--- config.mk ---
export PLATFORM = sky130hd
export DESIGN_NAME = otter_iobus_arbiter_flat
export DESIGN_NICKNAME = d
export VERILOG_FILES = /design/src/rtl/otter_iobus_arbiter_pkg.sv /design/src/rtl/otter_iobus_arbiter_if.sv /design/src/rtl/otter_iobus_arbiter_rr_pick2.sv /design/src/rtl/otter_iobus_arbiter.sv /design/src/flat_wrapper.sv
export SDC_FILE = /design/constraint.sdc
export NUM_CORES = 1
export LEC_CHECK = 0
export CORE_AREA = 2 2 123 125
export CTS_CLUSTER_SIZE = 10
export DETAILED_ROUTE_END_ITERATION = 12
export DIE_AREA = 0 0 125 127
export PLACE_DENSITY_LB_ADDON = 0.08
export SYNTH_ARGS = -nofsm -noshare
export SYNTH_HDL_FRONTEND = slang
export SYNTH_SLANG_ARGS = --single-unit
--- constraint.sdc ---
create_clock -name i_clk -period 3.25 [get_ports i_clk]
set_input_delay 0.4875 -clock i_clk [delete_from_list [all_inputs] [get_ports i_clk]]
set_output_delay 0.4875 -clock i_clk [all_outputs]
set_load 0.01 [all_outputs]
--- src/rtl/otter_iobus_arbiter_pkg.sv ---
// Shared types for the OTTER IO bus arbiter: FSM states, master IDs and the
// command word captured on a grant.
package otter_iobus_arbiter_pkg;

  typedef enum logic [1:0] {
    ST_IDLE  = 2'd0,
    ST_ISSUE = 2'd1,
    ST_WAIT  = 2'd2
  } arb_state_t;

  localparam logic MASTER0 = 1'b0;
  localparam logic MASTER1 = 1'b1;

  // Wide enough for the largest legal read latency (7).
  localparam int LAT_W = 3;

  typedef struct packed {
    logic        we;
    logic [3:0]  sel;
    logic [31:0] addr;
    logic [31:0] data;
  } iobus_cmd_t;

endpackage

--- src/rtl/otter_iobus_arbiter_if.sv ---
// Bundle of both master request ports and the peripheral IO bus.
// The arbiter takes the slave view; the masters/peripheral side takes the master view.
interface otter_iobus_arbiter_if;

  logic        i_m0_req;
  logic        i_m0_we;
  logic [3:0]  i_m0_sel;
  logic [31:0] i_m0_addr;
  logic [31:0] i_m0_w_data;
  logic        o_m0_gnt;
  logic        o_m0_rvalid;
  logic [31:0] o_m0_r_data;

  logic        i_m1_req;
  logic        i_m1_we;
  logic [3:0]  i_m1_sel;
  logic [31:0] i_m1_addr;
  logic [31:0] i_m1_w_data;
  logic        o_m1_gnt;
  logic        o_m1_rvalid;
  logic [31:0] o_m1_r_data;

  logic        o_iobus_re;
  logic        o_iobus_we;
  logic [3:0]  o_iobus_sel;
  logic [31:0] o_iobus_addr;
  logic [31:0] o_iobus_data;
  logic [31:0] i_iobus_data;

  modport slave (
    input  i_m0_req, i_m0_we, i_m0_sel, i_m0_addr, i_m0_w_data,
    output o_m0_gnt, o_m0_rvalid, o_m0_r_data,
    input  i_m1_req, i_m1_we, i_m1_sel, i_m1_addr, i_m1_w_data,
    output o_m1_gnt, o_m1_rvalid, o_m1_r_data,
    output o_iobus_re, o_iobus_we, o_iobus_sel, o_iobus_addr, o_iobus_data,
    input  i_iobus_data
  );

  modport master (
    output i_m0_req, i_m0_we, i_m0_sel, i_m0_addr, i_m0_w_data,
    input  o_m0_gnt, o_m0_rvalid, o_m0_r_data,
    output i_m1_req, i_m1_we, i_m1_sel, i_m1_addr, i_m1_w_data,
    input  o_m1_gnt, o_m1_rvalid, o_m1_r_data,
    input  o_iobus_re, o_iobus_we, o_iobus_sel, o_iobus_addr, o_iobus_data,
    output i_iobus_data
  );

endinterface

--- src/rtl/otter_iobus_arbiter_rr_pick2.sv ---
// Two-way round-robin picker: a lone request wins outright, a tie goes to
// the master that was not granted last.
module otter_rr_pick2
  import otter_iobus_arbiter_pkg::*;
(
  input  logic [1:0] req,
  input  logic       last,
  output logic [1:0] gnt
);

  always_comb begin
    gnt = req;
    if (req == 2'b11) begin
      gnt = (last == MASTER0) ? 2'b10 : 2'b01;
    end
  end

endmodule

--- src/rtl/otter_iobus_arbiter.sv ---
// Two-master round-robin arbiter and read sequencer for the OTTER IO bus.
// One transaction in flight; read data is sampled RD_LATENCY cycles after issue.
module otter_iobus_arbiter
  import otter_iobus_arbiter_pkg::*;
#(
  parameter int RD_LATENCY = 0
) (
  input logic                  i_clk,
  input logic                  i_rst,
  otter_iobus_arbiter_if.slave bus
);

  arb_state_t       state;
  logic             owner;
  logic             last_owner;
  iobus_cmd_t       cmd;
  iobus_cmd_t       pick_cmd;
  logic             re_q;
  logic             we_q;
  logic [LAT_W-1:0] lat_cnt;
  logic [1:0]       req;
  logic [1:0]       pick;
  logic             grant;
  logic             capture;
  logic             m0_rvalid_q;
  logic             m1_rvalid_q;
  logic [31:0]      m0_rdata_q;
  logic [31:0]      m1_rdata_q;

  assign req = {bus.i_m1_req, bus.i_m0_req};

  otter_rr_pick2 u_pick (
    .req  (req),
    .last (last_owner),
    .gnt  (pick)
  );

  // Reset outranks a grant that would otherwise be offered this cycle.
  assign grant        = (state == ST_IDLE) && !i_rst && (pick != 2'b00);
  assign bus.o_m0_gnt = grant & pick[0];
  assign bus.o_m1_gnt = grant & pick[1];

  always_comb begin
    pick_cmd = '{we: bus.i_m0_we, sel: bus.i_m0_sel, addr: bus.i_m0_addr, data: bus.i_m0_w_data};
    if (pick[1]) begin
      pick_cmd = '{we: bus.i_m1_we, sel: bus.i_m1_sel, addr: bus.i_m1_addr, data: bus.i_m1_w_data};
    end
  end

  // A zero-latency peripheral is sampled in the issue cycle itself.
  assign capture = ((state == ST_ISSUE) && !cmd.we && (RD_LATENCY == 0)) ||
                   ((state == ST_WAIT) && (lat_cnt == LAT_W'(1)));

  assign bus.o_iobus_re   = re_q;
  assign bus.o_iobus_we   = we_q;
  assign bus.o_iobus_sel  = cmd.sel;
  assign bus.o_iobus_addr = cmd.addr;
  assign bus.o_iobus_data = cmd.data;
  assign bus.o_m0_rvalid  = m0_rvalid_q;
  assign bus.o_m1_rvalid  = m1_rvalid_q;
  assign bus.o_m0_r_data  = m0_rdata_q;
  assign bus.o_m1_r_data  = m1_rdata_q;

  always_ff @(posedge i_clk) begin
    if (i_rst) begin
      state       <= ST_IDLE;
      owner       <= MASTER0;
      last_owner  <= MASTER1;
      cmd         <= '0;
      re_q        <= 1'b0;
      we_q        <= 1'b0;
      lat_cnt     <= '0;
      m0_rvalid_q <= 1'b0;
      m1_rvalid_q <= 1'b0;
      m0_rdata_q  <= '0;
      m1_rdata_q  <= '0;
    end else begin
      m0_rvalid_q <= capture && (owner == MASTER0);
      m1_rvalid_q <= capture && (owner == MASTER1);
      if (capture && (owner == MASTER0)) m0_rdata_q <= bus.i_iobus_data;
      if (capture && (owner == MASTER1)) m1_rdata_q <= bus.i_iobus_data;
      re_q <= 1'b0;
      we_q <= 1'b0;
      case (state)
        ST_IDLE: begin
          if (grant) begin
            owner      <= pick[1] ? MASTER1 : MASTER0;
            last_owner <= pick[1] ? MASTER1 : MASTER0;
            cmd        <= pick_cmd;
            re_q       <= !pick_cmd.we;
            we_q       <= pick_cmd.we;
            state      <= ST_ISSUE;
          end
        end
        ST_ISSUE: begin
          if (cmd.we || (RD_LATENCY == 0)) begin
            cmd   <= '0;
            state <= ST_IDLE;
          end else begin
            lat_cnt <= LAT_W'(RD_LATENCY);
            state   <= ST_WAIT;
          end
        end
        ST_WAIT: begin
          if (lat_cnt == LAT_W'(1)) begin
            cmd   <= '0;
            state <= ST_IDLE;
          end else begin
            lat_cnt <= lat_cnt - LAT_W'(1);
          end
        end
        default: state <= ST_IDLE;
      endcase
    end
  end

endmodule

--- src/flat_wrapper.sv ---
// flat-port wrapper written by rule: the top's interface ports become plain ports
module otter_iobus_arbiter_flat import otter_iobus_arbiter_pkg::*;
#(
  parameter int RD_LATENCY = 0
)
  (i_clk, i_rst, bus_i_m0_req, bus_i_m0_we, bus_i_m0_sel, bus_i_m0_addr, bus_i_m0_w_data, bus_o_m0_gnt, bus_o_m0_rvalid, bus_o_m0_r_data, bus_i_m1_req, bus_i_m1_we, bus_i_m1_sel, bus_i_m1_addr, bus_i_m1_w_data, bus_o_m1_gnt, bus_o_m1_rvalid, bus_o_m1_r_data, bus_o_iobus_re, bus_o_iobus_we, bus_o_iobus_sel, bus_o_iobus_addr, bus_o_iobus_data, bus_i_iobus_data);
  otter_iobus_arbiter_if bus_i ();
  input logic i_clk;
  input logic i_rst;
  input wire logic [$bits(bus_i.i_m0_req)-1:0] bus_i_m0_req;
  input wire logic [$bits(bus_i.i_m0_we)-1:0] bus_i_m0_we;
  input wire logic [$bits(bus_i.i_m0_sel)-1:0] bus_i_m0_sel;
  input wire logic [$bits(bus_i.i_m0_addr)-1:0] bus_i_m0_addr;
  input wire logic [$bits(bus_i.i_m0_w_data)-1:0] bus_i_m0_w_data;
  output wire logic [$bits(bus_i.o_m0_gnt)-1:0] bus_o_m0_gnt;
  output wire logic [$bits(bus_i.o_m0_rvalid)-1:0] bus_o_m0_rvalid;
  output wire logic [$bits(bus_i.o_m0_r_data)-1:0] bus_o_m0_r_data;
  input wire logic [$bits(bus_i.i_m1_req)-1:0] bus_i_m1_req;
  input wire logic [$bits(bus_i.i_m1_we)-1:0] bus_i_m1_we;
  input wire logic [$bits(bus_i.i_m1_sel)-1:0] bus_i_m1_sel;
  input wire logic [$bits(bus_i.i_m1_addr)-1:0] bus_i_m1_addr;
  input wire logic [$bits(bus_i.i_m1_w_data)-1:0] bus_i_m1_w_data;
  output wire logic [$bits(bus_i.o_m1_gnt)-1:0] bus_o_m1_gnt;
  output wire logic [$bits(bus_i.o_m1_rvalid)-1:0] bus_o_m1_rvalid;
  output wire logic [$bits(bus_i.o_m1_r_data)-1:0] bus_o_m1_r_data;
  output wire logic [$bits(bus_i.o_iobus_re)-1:0] bus_o_iobus_re;
  output wire logic [$bits(bus_i.o_iobus_we)-1:0] bus_o_iobus_we;
  output wire logic [$bits(bus_i.o_iobus_sel)-1:0] bus_o_iobus_sel;
  output wire logic [$bits(bus_i.o_iobus_addr)-1:0] bus_o_iobus_addr;
  output wire logic [$bits(bus_i.o_iobus_data)-1:0] bus_o_iobus_data;
  input wire logic [$bits(bus_i.i_iobus_data)-1:0] bus_i_iobus_data;
  assign bus_i.i_m0_req = bus_i_m0_req;
  assign bus_i.i_m0_we = bus_i_m0_we;
  assign bus_i.i_m0_sel = bus_i_m0_sel;
  assign bus_i.i_m0_addr = bus_i_m0_addr;
  assign bus_i.i_m0_w_data = bus_i_m0_w_data;
  assign bus_o_m0_gnt = bus_i.o_m0_gnt;
  assign bus_o_m0_rvalid = bus_i.o_m0_rvalid;
  assign bus_o_m0_r_data = bus_i.o_m0_r_data;
  assign bus_i.i_m1_req = bus_i_m1_req;
  assign bus_i.i_m1_we = bus_i_m1_we;
  assign bus_i.i_m1_sel = bus_i_m1_sel;
  assign bus_i.i_m1_addr = bus_i_m1_addr;
  assign bus_i.i_m1_w_data = bus_i_m1_w_data;
  assign bus_o_m1_gnt = bus_i.o_m1_gnt;
  assign bus_o_m1_rvalid = bus_i.o_m1_rvalid;
  assign bus_o_m1_r_data = bus_i.o_m1_r_data;
  assign bus_o_iobus_re = bus_i.o_iobus_re;
  assign bus_o_iobus_we = bus_i.o_iobus_we;
  assign bus_o_iobus_sel = bus_i.o_iobus_sel;
  assign bus_o_iobus_addr = bus_i.o_iobus_addr;
  assign bus_o_iobus_data = bus_i.o_iobus_data;
  assign bus_i.i_iobus_data = bus_i_iobus_data;
  otter_iobus_arbiter #(.RD_LATENCY(RD_LATENCY)) u_core (.i_clk(i_clk), .i_rst(i_rst), .bus(bus_i));
endmodule
# Yosys cells after proc, flatten, opt, wreduce, memory -nomap -nowiden

Cells that the tools add are included.

Bitwise gates (word level): 6
Multipliers: 0
Shifts and indexed selects: 0
Reduce and logical (&&, ||, !) cells: 18
Add/sub/neg operators: 1
Divide/modulo/power cells: 0
Multiplexer cells: 10
Equality and inequality tests: 6
$lt $le $gt $ge: 0

Operators by type and width:

| kind                                             | count |
|---|---|
| two-way mux 69 bit                               | 3 |
| one-hot mux 69 bit (3 select lines)              | 1 |
| two-way mux 2 bit                                | 4 |
| logical AND 1 bit                                | 6 |
| AND reduction 2 bit                              | 3 |
| == test 2 bit, second input constant             | 2 |
| inverter 1 bit                                   | 4 |
| one-hot mux 2 bit (2 select lines)               | 1 |
| == test 3 x 1 -> 1 bit, second input constant    | 1 |
| zero test 1 bit                                  | 3 |
| AND reduction 3 bit                              | 1 |
| nonzero test 3 bit                               | 1 |
| OR reduction 3 bit                               | 1 |
| subtractor 3 x 1 -> 3 bit, second input constant | 1 |
| bitwise AND 1 bit                                | 2 |
| == test 2 x 1 -> 1 bit, second input constant    | 1 |
| zero test 2 bit                                  | 1 |
| != test 2 x 1 -> 1 bit, second input constant    | 1 |
| != test 2 bit, second input constant             | 1 |
| nonzero test 2 bit                               | 1 |
| logical OR 1 bit                                 | 1 |
| two-way mux 1 bit                                | 1 |

Memory bits (writable): 0
Input port bits: 174
Word-level logic and storage cells: 55
Output and inout bits: 138
Memory bits (read-only): 0
Flip-flop bits (word level): 144
Memories: 0
Latch bits: 0

# Longest topological paths before layout

Gate-level depths: netlist of run 1.

Depth in word-level cells: 6
Depth in mapped cells: 7
Gate-level depth less buffers: 3

# By module

A second synthesis of run 1 with hierarchy kept.

Cell total of the unflattened synthesis: 773
Area total of the unflattened synthesis: 6620.1 um^2

By module, submodules not included:

| module              | seq. area each (um^2) | cells each | instances | area an instance (um^2) |
|---|---|---|---|---|
| otter_iobus_arbiter | 2802.7                | 770        | 1         | 6601.3 |
| otter_rr_pick2      | 0.0                   | 3          | 1         | 18.8 |

# Worst setup path before layout of run 1

No wires, ideal clock.

Kind: input to output
Start: input i_rst
End: output bus_o_m0_gnt
Data arrival time: 1.421 ns
Data required time: 2.762 ns
Stages on the path: 5
Path buffers: 3
Path slack: 1.342 ns
Cell sequence: buf_2 -> or2_1 -> buf_2 -> nor3_4 -> buf_2

Longest elaborated chain between the ends: 4

Ends and longest elaborated chain:

| item                           | RTL line                  | source |
|---|---|---|
| start, declared                | flat_wrapper.sv:9         | `input logic i_rst;` |
| zero test 1 bit                | otter_iobus_arbiter.sv:39 | `assign grant = (state == ST_IDLE) && !i_rst && (pick != 2'b00);` |
| logical AND 1 bit (2 in a row) | otter_iobus_arbiter.sv:39 |  |
| bitwise AND 1 bit              | otter_iobus_arbiter.sv:40 | `assign bus.o_m0_gnt = grant & pick[0];` |
| end, declared                  | flat_wrapper.sv:15        | `output wire logic [$bits(bus_i.o_m0_gnt)-1:0] bus_o_m0_gnt;` |

No other way between the ends.

# Worst setup path in the final report of run 1

Start: input bus_i_m0_req
End: output bus_o_m0_gnt

Longest elaborated chain between the ends: 5

Ends and longest elaborated chain:

| item                | RTL line                           | source |
|---|---|---|
| start, declared     | flat_wrapper.sv:10                 | `input wire logic [$bits(bus_i.i_m0_req)-1:0] bus_i_m0_req;` |
| == test 2 bit       | otter_iobus_arbiter_rr_pick2.sv:13 | `if (req == 2'b11) begin` |
| two-way mux 2 bit * | otter_iobus_arbiter_rr_pick2.sv:13 |  |
| nonzero test 2 bit  | otter_iobus_arbiter.sv:39          |  |
| logical AND 1 bit   | otter_iobus_arbiter.sv:39          |  |
| bitwise AND 1 bit * | otter_iobus_arbiter.sv:40          |  |

Mark *: on every way between the ends. The rest lies on a longest branch, timed or not.

==> results of run 1 <==
## stage by stage
stage	setup WS, ps	instance area, um^2	util (%)	total power, W
5_1_grt	558	8890	61.7	0.00465
3_5_place_dp	616	8320	57.7	0.00260
3_3_place_gp	642	8320	57.7	0.00259
2_1_floorplan	1340	5630	-	0.00222
4_1_cts	602	8890	61.7	0.00451
6_report	638	8890	61.7	0.00446
## worst register-to-register path: cells and delay by family, from the launching register on
kind	cells	cell delay (ps)
flip-flops	1	400
AND/OR/NAND/NOR	2	610
AO/OA/AOI/OAI	1	330
buffers and inverters	1	630
## state kept, by name (all words and copies together) (netlist names), 4 cells and up
register                 flops
u_core.bus.o_iobus_sel       4
u_core.bus.o_m1_r_data      32
u_core.bus.o_iobus_addr     32
u_core.bus.o_iobus_data     32
u_core.bus.o_m0_r_data      32
## report_power, final
part / switching (W) / total, W / internal [W]
clock network: 0.000819 / 0.00190 / 0.00108
registers: 0.0000530 / 0.00187 / 0.00182
logic: 0.000266 / 0.000695 / 0.000429
total: 0.00114 / 0.00446 / 0.00333
## cells by family after synthesis
kind of cell	after synthesis	share of synthesized area (%)
and+or+nand+nor	217	18.8
AOI/OAI and AO/OA	138	18.6
DFF	140	49.8
buffers and inverters	116	12.8
## placed cells by master (no fill, tap or decap), drive strengths merged, types with 2 or more instances in the layout
cell | Yosys | final
nor3 | 2 | 2
nor2 | 6 | 6
a221o | 68 | 68
nor3b | 2 | 2
clkinvlp | 0 | 2
or2 | 2 | 2
clkdlybuf4s50 | 0 | 310
inv | 3 | 9
buf | 84 | 8
clkinv | 0 | 6
clkbuf | 29 | 17
a21oi | 65 | 65
nor2b | 3 | 3
dfxtp | 140 | 140
and2 | 68 | 68
nand2 | 129 | 129
## per-layer routing
metal  vias to the layer above  part of all wire [%]  wire length, um
met1                      2390                    39             7220
met3                        16                   8.1             1490
met4                         0                   1.5              274
li1                       2479                     -                -
met5                         -                     0                0
met2                       193                    51             9460
## area by class of cell
cell class | count | area share [%]
Clock buffer | 17 | 4.78
Clock inverter | 15 | 1.73
Inverter | 3 | 0.127
Multi-Input combinational cell | 355 | 23.7
Sequential cell | 140 | 31.5
Tap cell | 184 | 2.59
Timing Repair Buffer | 318 | 35.5
## worst paths after layout
check / startpoint / endpoint / slack [ps] / cells after the start
max: bus_i_m0_req / bus_o_m0_gnt / 640 / 4
min: u_core.bus.o_m1_r_data[17]$_SDFFE_PP0P_ / u_core.bus.o_m1_r_data[17]$_SDFFE_PP0P_ / 450 / 2
max reg2reg: u_core.state[0]$_SDFFE_PP0P_ / u_core.bus.o_iobus_data[26]$_SDFFE_PP0P_ / 1220 / 4
min reg2reg: u_core.bus.o_m1_r_data[17]$_SDFFE_PP0P_ / u_core.bus.o_m1_r_data[17]$_SDFFE_PP0P_ / 450 / 2
==> results summary, run 1 <==
Entering global routing, the biggest net connects 70 pins. After detailed routing, the number of remaining DRC violations is 0. The overall die height came out at 127 um.

Routability-driven placement finished with a final weighted congestion of between 0.8 and 0.9. The final count of hold timing violations is 0. Yosys instantiated no cell more often than sky130_fd_sc_hd__dfxtp_1.

Before antenna repair, the detailed router went through 6 iterations. The final route contains 5078 vias. The clock sink count is between 100 and 150. The delay of the slowest critical-path stage came out at 630 ps.

In this design, the largest share of critical-path delay is due to buffers and inverters. The maximum achievable frequency came out at 383 MHz. The number of buffers created by CTS is 17.

Once the floorplan was initialized, standard cells occupied 39.0% of the core. The clock arrives with 7.83 ps of skew. The type of the tightest min-delay check is flip-flop to flip-flop. After clock tree synthesis, the flow added hold-fix buffers numbering 0. The number of nets still failing antenna checks after routing is 0. The dominant cell type by area after synthesis is sky130_fd_sc_hd__dfxtp_1. The total congestion overflow after global routing came out at 0. After filler insertion, the fill cell instance count of the layout stands at 1218.

The worst path needs roughly 2600 ps of the cycle, external delays included. The worst hold slack across all endpoints came out at between 400 and 500 ps. The maximum buffer depth of the clock tree came out at 2. The share of the synthesized area in the top cell type came out at 49.8%. Once layout is complete, the cells apart from fillers number roughly 1000. The buffering stage count on the worst path with inverters included is 3. The core footprint came out at around 14000 um^2. The netlist area before placement came out at 5630 um^2.

The slowest cell on the critical path is sky130_fd_sc_hd__clkdlybuf4s50_1. The number of antenna diodes is 0. The via count of the first global-routing pass came out at between 5000 and 6000. The unique cell type count in the Yosys netlist is 29.

The clock insertion delay at the later pin of the skew report is 420 ps. The number of nets in the layout came out at 1009. The clock edge transition at the registers on the reported setup and hold paths came out at 70 ps. Adding up every negative setup slack in the final design gives 0 ps. The cell count after synthesis is slightly above 600. Summing the sequential cell areas from Yosys gives 49.8% of the chip area. The area overhead of the layout relative to synthesis came out at 58.1%. The number of rows created at floorplan came out at 44. The number of max-capacitance violations reported is 0. The global routing stage identified its most utilized layer as met2. The die covers 15900 um^2. The number of port buffers came out at 311. The maximum net fanout on the critical path is 6. The number of levels the H-tree was split into is 4. The run finished with clean final reports. After detailed routing, the total wire length is approximately 18000 um.

Setup repair after global routing left no endpoint under its margin. The share of cells above drive strength 1 is 5.54%. The total of endpoints with negative setup slack in the final report is 0. The portion of the clock cycle consumed by the worst path in the final layout came out at 80.4%. Measured along the x axis, the die boundary spans 125 um. Dividing total power by cell area gives a power density of 502 nW/um^2. The data arrival time of the worst path is 2120 ps. The global-route usage over all layers is 22.6%. The slew of the pin with the lowest slew margin came out at 788 ps. By area the synthesized netlist is led by sky130_fd_sc_hd__dfxtp_1, sky130_fd_sc_hd__a221o_1, sky130_fd_sc_hd__buf_4, sky130_fd_sc_hd__nand2_1, sky130_fd_sc_hd__and2_1. The count of buffers added by post-CTS timing repair for setup came out at 0.

The register bit total from synthesis came out at 140. By startpoint and endpoint, the worst setup path is classified as primary input to output pin. The wire length per cell is 17.9 um. The total placed cells including tap cells is 1000. The number of DRC markers after the initial detailed-route iteration is 346.

The count of warnings emitted by yosys is 0. The worst-case vdd ir drop is 506 uV. The half-perimeter wire length of the detailed placement result is 13100 um. The number of synthesized flops with an enable pin came out at 0. The dominant cell type by count on the critical path is sky130_fd_sc_hd__clkdlybuf4s50_1. The type of origin of the critical path is a primary input. around 310 I/O pins were placed. The multi-input combinational cells in the finished layout cover a total of 2110 um^2. The max-slew violation count came out at 0. Among all flip-flop cells after synthesis, the most frequent one is sky130_fd_sc_hd__dfxtp_1. The met2 layer usage reported by global route is 39.7%. The leakage component of the power came out at 3.29 nW. The clock root buffer is sky130_fd_sc_hd__clkbuf_16.

The number of gates resized after CTS is 0. The post-synthesis area per instance came out at 9.21 um^2. Sorting the synthesized cells by how often they occur yields sky130_fd_sc_hd__dfxtp_1, sky130_fd_sc_hd__nand2_1, sky130_fd_sc_hd__buf_4. The global routing met1 resource utilization is 25.5%. Traced cell by cell, the critical path runs through clkdlybuf4s50_1 > inv_1 > nor3_4 > clkdlybuf4s50_1. The async set-reset flop share out of synthesis came out at 0%.

Measured against its own limit, the worst slew margin works out to 47.4%. For this run, global-route usage on met3 was measured as 8.88%. The first global-routing pass estimated 28300 um of wire. STA classifies the critical path endpoint as an output pin.

The required arrival time at the worst endpoint came out at 2760 ps. The initial antenna violation count came out at 0. Summing all flip-flop and latch instances after layout gives 2800 um^2. The clock tree from TritonCTS is built. After detailed routing, the number of vias per cell comes to 4.92.

When the netlist entered floorplanning its net count stood at about 800.
(Power assumes the default switching activity.)
==> run 2: changes to the inputs <==
--- a/config.mk
+++ b/config.mk
@@ -5,10 +5,10 @@
 export SDC_FILE = /design/constraint.sdc
 export NUM_CORES = 1
 export LEC_CHECK = 0
-export CORE_AREA = 2 2 123 125
+export CORE_MARGIN = 2
+export CORE_UTILIZATION = 35
 export CTS_CLUSTER_SIZE = 10
 export DETAILED_ROUTE_END_ITERATION = 12
-export DIE_AREA = 0 0 125 127
 export PLACE_DENSITY_LB_ADDON = 0.08
 export SYNTH_ARGS = -nofsm -noshare
 export SYNTH_HDL_FRONTEND = slang
==> constraint.sdc (replaced) <==
create_clock -name i_clk -period 2.2 [get_ports i_clk]
set_input_delay 0.33 -clock i_clk [delete_from_list [all_inputs] [get_ports i_clk]]
set_output_delay 0.33 -clock i_clk [all_outputs]
set_load 0.01 [all_outputs]
==> run 2 against run 1 <==
Sequential share of layout area decreased by 0.53 points. Critical endpoint is now bus_o_m1_gnt. Non-clock buffer count grew 7. Wire length grew 2.4%. Worst setup slack worse by 520 ps. Final cell count increased by 3.9%. Clock power grew 55%. Sequential power is 48% higher. Count of clock-buffer cells in the layout is 2 higher. Register-to-register slack lost 860 ps. Critical path type unchanged. Sequential cell count unchanged. Clock skew barely moved.
==> results summary, run 2 (synthesis gave the netlist of run 1 again) <==
The slowest stage of the critical path belongs to the cell sky130_fd_sc_hd__clkdlybuf4s50_1. The worst register-to-register path ends at u_core.bus.o_iobus_addr[30]$_SDFFE_PP0P_. The core footprint was 15800 um^2 (+9.3%). The global-route wire length before repair is 27500 um (-2.8%). The count of unresolved DRC violations after routing came out at 0 (unchanged). The internal power component is 0.00509 W (+53%). The max-slew violation count came out at 0 (unchanged). The initial antenna violation count came out at 1 (+1). The half-perimeter wire length of the detailed placement result is 13400 um (+2.6%).

The number of DRC markers after the initial detailed-route iteration was 245 (-29%). The clock insertion delay at the later pin of the skew report is 420 ps (about the same). The overall die height is 131 um (+3.0%).

The number of cells on the worst reg-to-reg path is 4 (unchanged). The pin count of the biggest net entering global routing came to 69 (-1.4%). The worst-case setup slack after placement came to -48.6 ps (-665 ps). The number of nets in the layout came out at 1016 (+0.69%).

The data arrival time of the worst path came to 1750 ps (-370 ps). The cell class contributing the biggest share of worst-path delay is buffers and inverters. The share of power burned in combinational logic came out at 15.5% (about the same). The type of the tightest min-delay check is primary input to flip-flop.

The startpoint identified for the worst hold timing path is i_rst. The count of buffers added by post-CTS timing repair for setup came to 0 (unchanged). Dividing the final minimum period by the clock period gives 94.5%. The total congestion overflow after global routing is 0 (unchanged). The critical path class is primary input to output pin. The count of filler cells inserted in the layout is 1428 (+17%). The maximum net fanout on the critical path is 4 (-2). The initial core utilization is 35.7% (-3.3 points). The number of rows created at floorplan is 46 (+4.5%). STA classifies the critical path startpoint as a primary input. The slew of the pin with the lowest slew margin came to 793 ps (+4.83 ps). The time the final worst path needs with I/O delays and setup is between 2000 and 2500 ps. The run finished with clean final reports.

The register-to-register setup slack is 360 ps (-860 ps). The total via count after detailed routing came out at 5073 (-0.098%). The number of max-capacitance violations reported came to 0 (unchanged). The worst-case vdd ir drop came out at 607 uV (+20%).

The count of cells along the worst hold path is 3 (+1). The first-pass iteration count of the detailed router is 5 (-1). Traced cell by cell, the critical path runs through clkdlybuf4s50_1 > a21bo_2 > nor2_4 > clkdlybuf4s50_1.

The final count of hold timing violations is 0 (unchanged). The vias per cell was 4.73 (-3.8%). The maximum buffer depth of the clock tree is 2 (unchanged). The clock sink count was 140 (unchanged). The switching part of the total came out at 24.7% (-0.81 points).

The global-route usage over all layers came to 21.2% (-1.4 points). The most common library cell in the layout ignoring fill and taps is sky130_fd_sc_hd__clkdlybuf4s50_1. STA classifies the critical path endpoint as an output pin. The power dissipated by switching net loads is 0.00167 W (+47%).

The number of nets still failing antenna checks after routing came out at 0 (unchanged). The routability-driven placement congestion ratio came out at 0.818 (-0.21%). The buffering stage count on the worst path with inverters included came out at 2 (-1).

The clock edge transition at the registers on the reported setup and hold paths came out at 60 ps (about the same). TritonCTS built the clock tree. The endpoint of the worst hold path is u_core.cmd[68]$_SDFFE_PP0P_.

The number of buffers inserted for hold repair after clock tree synthesis came out at 0 (unchanged). The area overhead of the layout relative to synthesis is 60.8%. The final critical-path setup slack was 121 ps (-517 ps). The horizontal die dimension came out at 131 um (+4.6%). The clock share of power came out at 43.7% (+1.2 points). The area taken by flip-flops and latches is 2800 um^2 (unchanged).

The number of port buffers came out at 311 (unchanged). The relative slew slack came out at 47.1% (-0.32 points). The total of endpoints with negative setup slack in the final report came out at 0 (unchanged). The share of cells above drive strength 1 came out at 6.43% (+0.89 points).

CTS placed an instance of sky130_fd_sc_hd__clkbuf_16 at the clock tree root. The via count of the first global-routing pass is 5095 (-0.059%). The aggregate routed wire length is 18900 um (+2.4%).

The relative contribution of sequential cells to total power is 40.8% (-1.1 points). The power per standard cell area is 748 nW/um^2 (+49%). The number of levels the H-tree was split into was 4 (unchanged). The die outline area was 17100 um^2 (+7.7%). The leakage component of the power was 3.35 nW (+1.9%).

The number of buffers created by CTS came to 17 (unchanged). Counting stages on the worst path, the most repeated cell is sky130_fd_sc_hd__clkdlybuf4s50_1. The delay of the slowest critical-path stage came out at 550 ps (-80 ps). In the layout the commonest cells are sky130_fd_sc_hd__clkdlybuf4s50_1, sky130_fd_sc_hd__dfxtp_1, sky130_fd_sc_hd__nand2_1. The wire length per cell was 17.6 um (-1.4%).

The largest clock skew in the final design is 8.10 ps (+0.268 ps). In this run the critical register-to-register path is launched from u_core.state[0]$_SDFFE_PP0P_. The area taken by multi-input logic gates came out at 2110 um^2 (+0.12%). The boundary pin count is 312 (unchanged). The required arrival time at the worst endpoint is 1870 ps (-890 ps). Timing would allow up to about 480 MHz. Setup repair after global routing left no endpoint under its margin. The sum of internal, switching and leakage power was 0.00676 W (+52%).
run 2: routing by layer:
| metal | wire, um | global-route usage (%) | vias up |
|---|---|---|---|
| li1 | - | - | 2490 |
| met1 | 7200 | 23.4 | 2352 |
| met2 | 9340 | 35.5 | 211 |
| met3 | 2000 | 10.4 | 20 |
| met4 | 350 | 7.32 | 0 |
| met5 | 0 | 0 | - |
run 2: cell type report:
class | instances | area share, %
Timing Repair Buffer | 325 | 35.8
Sequential cell | 140 | 31.0
Multi-Input combinational cell | 355 | 23.4
Clock buffer | 19 | 5.01
Tap cell | 216 | 2.99
Clock inverter | 13 | 1.73
Inverter | 3 | 0.124
Antenna cell | 1 | 0.0277
run 2: timing repair:
item,CTS,global route
gates cloned,0,0
endpoints found under the setup margin,1,1
resized for setup,1,1
run 2: metrics by stage:
stage	hold slack (ps)	cell area, um^2	instances	setup TNS, ps	util (%)
after floorplan	446	5630	611	0	-
after global placement	442	8430	1039	-225	53.5
after detailed placement	446	8430	1039	-2230	53.5
after CTS	443	9040	1071	0	57.3
after global routing	321	9050	1072	0	57.4
final	323	9050	1072	0	57.4
run 2: worst max-delay path by stage:
stage	from	end	slack (ps)	depth (start not counted)
final	bus_i_m1_req	bus_o_m1_gnt	120	4
after global routing	bus_i_m1_req	bus_o_m1_gnt	40	4
after global placement	bus_i_m0_req	u_core.bus.o_iobus_addr[17]$_SDFFE_PP0P_	-6	5
after CTS	u_core.state[0]$_SDFFE_PP0P_	bus_o_m1_gnt	40	3
after floorplan	i_rst	bus_o_m0_gnt	610	5
after detailed placement	bus_i_m0_req	u_core.bus.o_iobus_addr[14]$_SDFFE_PP0P_	-50	5
run 2: worst min-delay path: cells and delay by family:
kind	cells	cell delay (ps)
AND/OR/NAND/NOR	2	240
buffers and inverters	1	130
run 2: power by group through the flow:
stage	Combinational [W]	Sequential [W]	Clock [W]
3_5_place_dp	0.00105	0.00281	0
3_3_place_gp	0.00104	0.00281	0
5_1_grt	0.00112	0.00278	0.00314
2_1_floorplan	0.000458	0.00282	0
4_1_cts	0.00106	0.00276	0.00303
6_report	0.00105	0.00276	0.00295
